==> src/rtl/mahoa_pkg.sv <==
// Shared types and helpers for the 8-to-3 priority encoder with ack handshake.
// The priority function is the single definition used by the select sub-module.
package mahoa_pkg;

  localparam int unsigned N_REQ  = 8;
  localparam int unsigned W_CODE = 3;

  typedef enum logic {
    IDLE  = 1'b0,
    OFFER = 1'b1
  } state_t;

  // Last hit in scan order wins, so the scan runs from lowest to highest priority.
  function automatic logic [W_CODE-1:0] prio_idx(input logic [N_REQ-1:0] vec,
                                                 input logic             msb_first);
    logic [W_CODE-1:0] idx;
    idx = '0;
    for (int unsigned k = 0; k < N_REQ; k++) begin
      if (msb_first) begin
        if (vec[k]) idx = W_CODE'(k);
      end else begin
        if (vec[N_REQ-1-k]) idx = W_CODE'(N_REQ-1-k);
      end
    end
    return idx;
  endfunction

endpackage

==> src/rtl/uutien_83_comb.sv <==
// Pure combinational priority select: index of the highest-priority set bit
// of vec, plus a nonzero flag.
module uutien_83_comb
  import mahoa_pkg::*;
#(
  parameter int unsigned MSB_FIRST = 1
) (
  input  logic [N_REQ-1:0]  vec,
  output logic [W_CODE-1:0] idx,
  output logic              any
);

  assign idx = prio_idx(vec, MSB_FIRST != 0);
  assign any = |vec;

endmodule

==> src/rtl/mahoa_83_uutien_ack.sv <==
// Sequential 8-to-3 priority encoder: requests latch into a pending register
// and are issued one code at a time, each held until ACK.
module mahoa_83_uutien_ack #(
  parameter int unsigned MSB_FIRST = 1,
  parameter int unsigned N_REQ     = 8
) (
  input  logic             CLK,
  input  logic             RST_N,
  input  logic             E,
  input  logic [N_REQ-1:0] I,
  input  logic             ACK,
  output logic [2:0]       O,
  output logic             V,
  output logic             GS,
  output logic             EO
);
  import mahoa_pkg::*;

  if (N_REQ != 8) begin : g_n_req_check
    $error("mahoa_83_uutien_ack: N_REQ must be 8 for a 3-bit code");
  end

  state_t            state_q, state_d;
  logic [N_REQ-1:0]  p_q, p_d, clr, pn;
  logic [W_CODE-1:0] o_d, sel;
  logic              accept, any, gs_d, eo_d;

  // Only the code being accepted is cleared; a fresh request on the same
  // line re-sets it in the same edge, so set wins over clear.
  always_comb begin
    accept = (state_q == OFFER) && ACK;
    clr    = accept ? (N_REQ'(1) << O) : '0;
    pn     = p_q & ~clr;
    p_d    = pn | (E ? I : '0);
  end

  uutien_83_comb #(
    .MSB_FIRST(MSB_FIRST)
  ) u_sel (
    .vec(pn),
    .idx(sel),
    .any(any)
  );

  always_comb begin
    state_d = state_q;
    o_d     = O;
    case (state_q)
      IDLE: begin
        if (any) begin
          o_d     = sel;
          state_d = OFFER;
        end
      end
      OFFER: begin
        if (ACK) begin
          if (any) o_d = sel;
          else     state_d = IDLE;
        end
      end
      default: state_d = IDLE;
    endcase
    gs_d = (p_d != '0) || (state_d == OFFER);
    eo_d = E && !gs_d;
  end

  always_ff @(posedge CLK or negedge RST_N) begin
    if (!RST_N) begin
      state_q <= IDLE;
      p_q     <= '0;
      O       <= '0;
      GS      <= 1'b0;
      EO      <= 1'b0;
    end else begin
      state_q <= state_d;
      p_q     <= p_d;
      O       <= o_d;
      GS      <= gs_d;
      EO      <= eo_d;
    end
  end

  assign V = (state_q == OFFER);

endmodule
==> config.mk <==
export PLATFORM = sky130hd
export DESIGN_NAME = mahoa_83_uutien_ack
export DESIGN_NICKNAME = d
export VERILOG_FILES = /design/src/rtl/mahoa_pkg.sv /design/src/rtl/uutien_83_comb.sv /design/src/rtl/mahoa_83_uutien_ack.sv
export SDC_FILE = /design/constraint.sdc
export NUM_CORES = 1
export LEC_CHECK = 0
export BUFFER_PORTS_ARGS = -buffer_cell sky130_fd_sc_hd__buf_2
export CAP_MARGIN = 10
export CORE_MARGIN = 10
export CORE_UTILIZATION = 30
export CTS_BUF_LIST = sky130_fd_sc_hd__clkbuf_16
export CTS_CLUSTER_DIAMETER = 50
export DETAILED_ROUTE_END_ITERATION = 8
export GPL_TIMING_DRIVEN = 0
export PLACE_DENSITY = 0.6
export SYNTH_ARGS = -nofsm -noshare
export SYNTH_HDL_FRONTEND = slang
export SYNTH_SLANG_ARGS = --single-unit
==> constraint.sdc <==
create_clock -name CLK -period 1.8 [get_ports CLK]
set_input_delay 0.09 -clock CLK [delete_from_list [all_inputs] [get_ports CLK]]
set_output_delay 0.09 -clock CLK [all_outputs]
set_load 0.005 [all_outputs]
==> results.sh <==
export IMPL_crit_type="reg -> reg"
export IMPL_grt_max_degree=15
export IMPL_clkTransAtPathRegs_ps=50
export IMPL_layout_common_cells="20 x nand2_1, 16 x buf_2, 14 x dfrtp_1"
export IMPL_cp_max_fo=7
export IMPL_remaining_drc_errors=0
export IMPL_numCtsBuffers=3
export IMPL_crit_slowest_cell="dfrtp_1"
export IMPL_cts_resized=0
export IMPL_internal_power_mw=0.809
export IMPL_final_common_cell="nand2_1"
export IMPL_power_leakage_nw=0.418
export IMPL_tightest_slew_ps=332
export IMPL_rows=17
export IMPL_ioPinCount=18
export IMPL_clock_skew_final_ps=2.51
export IMPL_power_frac_clock=0.354
export IMPL_gr_usage_all_layers=0.0695
export IMPL_hpwl_um=1260
export IMPL_hold_path_class="in -> reg"
export IMPL_power_frac_comb=0.258
export IMPL_min_delay_start="I[5]"
export IMPL_seq_power_share=0.389
export IMPL_r2r_start="O[1]"
export IMPL_ctsHtreeMaxLevel=1
export IMPL_crit_buf_inv=0
export IMPL_ys_seq_area_frac=0.473
export IMPL_finalSetupViolations=0
export IMPL_root_buffer="clkbuf_16"
export IMPL_cts_tree="built"
export IMPL_die_w_um=69.7
export IMPL_drive_gt1_frac=0.433
export IMPL_clock_latency_ps=240
export IMPL_end_kind="flop"
export IMPL_die_h_um=69.7
export IMPL_yosys_warnings=0
export IMPL_port_buffers=16
export IMPL_cp_required_ps=1980
export IMPL_antenna_found_initial=0
export IMPL_synth_top_area_frac=0.473
export IMPL_grt_pass1_vias=617
export IMPL_initial_utilization=0.325
export IMPL_period_minus_slack_ps=1660
export IMPL_syn_inst=69
export IMPL_cts_setup_buffers=0
export IMPL_clockBufferDepth=2
export IMPL_area_growth_pct=27.5
export IMPL_finalHoldViolations=0
export IMPL_ys_ff_latch=14
export IMPL_synthesis_area_sq_um=741
export IMPL_synth_area_leader_cell="dfrtp_1"
export IMPL_gp_congestion=0.723
export IMPL_status="finished, final reports clean"
export IMPL_power_switching_mw=0.397
export IMPL_power_density_nw_per_um2=1280
export IMPL_crit_family="simple AND/OR/NAND/NOR gates"
export IMPL_fp_dieArea_sq_um=4860
export IMPL_slew_viol_final=0
export IMPL_worst_setup_path_start_kind="flop"
export IMPL_core_area_sq_um=2280
export IMPL_fin_nets=103
export IMPL_arrival_ps=1840
export IMPL_swShare=0.329
export IMPL_antenna_cells=0
export IMPL_drv_cap=0
export IMPL_cpPeakStageDelay_ps=490
export IMPL_fin_util=0.415
export IMPL_routed_wl_um=1640
export IMPL_num_vias=556
export IMPL_fin_tns_setup_ps=0
export IMPL_timing_slew_headroom=0.779
export IMPL_crit_chain="nand2b_1 -> o21ai_2 -> nand4_2 -> nor3b_2 -> and3_1"
export IMPL_route_antenna_remaining_nets=0
export IMPL_grt_pass1_wl_um=2790
export IMPL_viasPerCell=4.71
export IMPL_crit_start="O[1]"
export IMPL_synth_area_per_cell_sq_um=10.7
export IMPL_fmax_mhz=602
export IMPL_grt_overflow=0
export IMPL_ys_types=24
export IMPL_dr_first_iter_drc_count=8
export IMPL_numClockSinks=14
export IMPL_drt_pass1_iterations=4
export IMPL_wl_per_cell_um=13.9
export IMPL_syn_nets=81
export IMPL_rsz0062_at_grt="no"
export IMPL_synth_area_leaders="dfrtp_1 47%, nand2_1 10%, o21ai_2 8.3%, nand4_2 3.4%, o31ai_4 2.9%"
export IMPL_peakVddDrop_uv=678
export IMPL_finalCritPeriodShare=0.922
[flip-flops by register name, summed over array words and instances, names as in the netlist]
signal  count
V           1
O           3
p_q         8
GS          1
EO          1
[worst reg2reg max path: stages, from the launching register on]
cell and delay (ps):
dfrtp_1 490, nand2b_1 240, o21ai_2 240, nand4_2 180
nor3b_2 260, and3_1 180
[power by group through the flow]
stage	Clock, mW	Sequential [mW]	Combinational, mW
after floorplan	0	0.458	0.229
after global placement	0	0.472	0.307
after detailed placement	0	0.474	0.314
after CTS	0.433	0.469	0.317
after global routing	0.440	0.476	0.351
final	0.426	0.469	0.311
[cell usage after synthesis]
master / instances
buf_4: 1
nand2b_1: 1
and3_1: 1
a22o_1: 1
inv_1: 4
o21a_1: 1
or2b_1: 1
o31ai_2: 1
o21ai_2: 7
nor3b_2: 1
nand2_2: 1
nand2_1: 20
a31oi_1: 2
o31ai_4: 1
nand3b_4: 1
dfrtp_1: 14
nand2b_2: 1
o211ai_1: 1
o21ai_0: 1
nand4_2: 2
mux2i_1: 2
or4_2: 2
or2b_2: 1
nand3_4: 1
[metal layers]
layer | GRT usage | vias to the layer above | share of wire
met5 | 0 | - | 0
met4 | 0.0457 | 0 | 0.026
met3 | 0.0157 | 5 | 0.040
met2 | 0.108 | 16 | 0.43
met1 | 0.0832 | 252 | 0.50
li1 | - | 283 | -
[path summary, 6_finish.rpt]
| kind | to | slack (ps) | cells past startpoint |
|---|---|---|---|
| min in group asynchronous | p_q[5] | 290 | 2 |
| setup / recovery | EO | 140 | 5 |
| max in group asynchronous | GS | 1260 | 2 |
| hold reg to reg | p_q[0] | 500 | 2 |
| setup reg to reg | EO | 140 | 5 |
| hold / removal | p_q[5] | 60 | 3 |
[per-stage QoR]
step | hold slack [ps] | power, mW | instance area, sq um | cells | setup slack [ps]
2_1_floorplan | -206 | 0.687 | 741 | 69 | 316
3_3_place_gp | -1.38 | 0.780 | 856 | 113 | 158
3_5_place_dp | 4.55 | 0.788 | 856 | 113 | 148
4_1_cts | 57.1 | 1.22 | 945 | 118 | 136
5_1_grt | 67.4 | 1.27 | 945 | 118 | 21.6
6_report | 58.8 | 1.21 | 945 | 118 | 140
[kinds of logic after synthesis]
| family | count (synthesis) | synth area share |
|---|---|---|
| AND/OR/NAND/NOR | 33 | 0.285 |
| multiplexers | 2 | 0.0270 |
| AO/OA/AOI/OAI | 15 | 0.184 |
| buffers and inverters | 5 | 0.0304 |
| flip-flops | 14 | 0.473 |
[cell type report]
class | count | area (sq um)
Sequential cell | 14 | 350
Fill cell | 228 | 1330
Multi-Input combinational cell | 50 | 368
Inverter | 4 | 15.0
Buffer | 1 | 7.51
Clock buffer | 3 | 75.1
Clock inverter | 1 | 3.75
Tap cell | 28 | 35.0
Timing Repair Buffer | 17 | 90.1
[what timing repair did]
item	CTS	global route
endpoints found under the hold margin	14	0
setup endpoints to repair	0	0
hold buffers	1	0
Power figures use the tool's default switching activity.
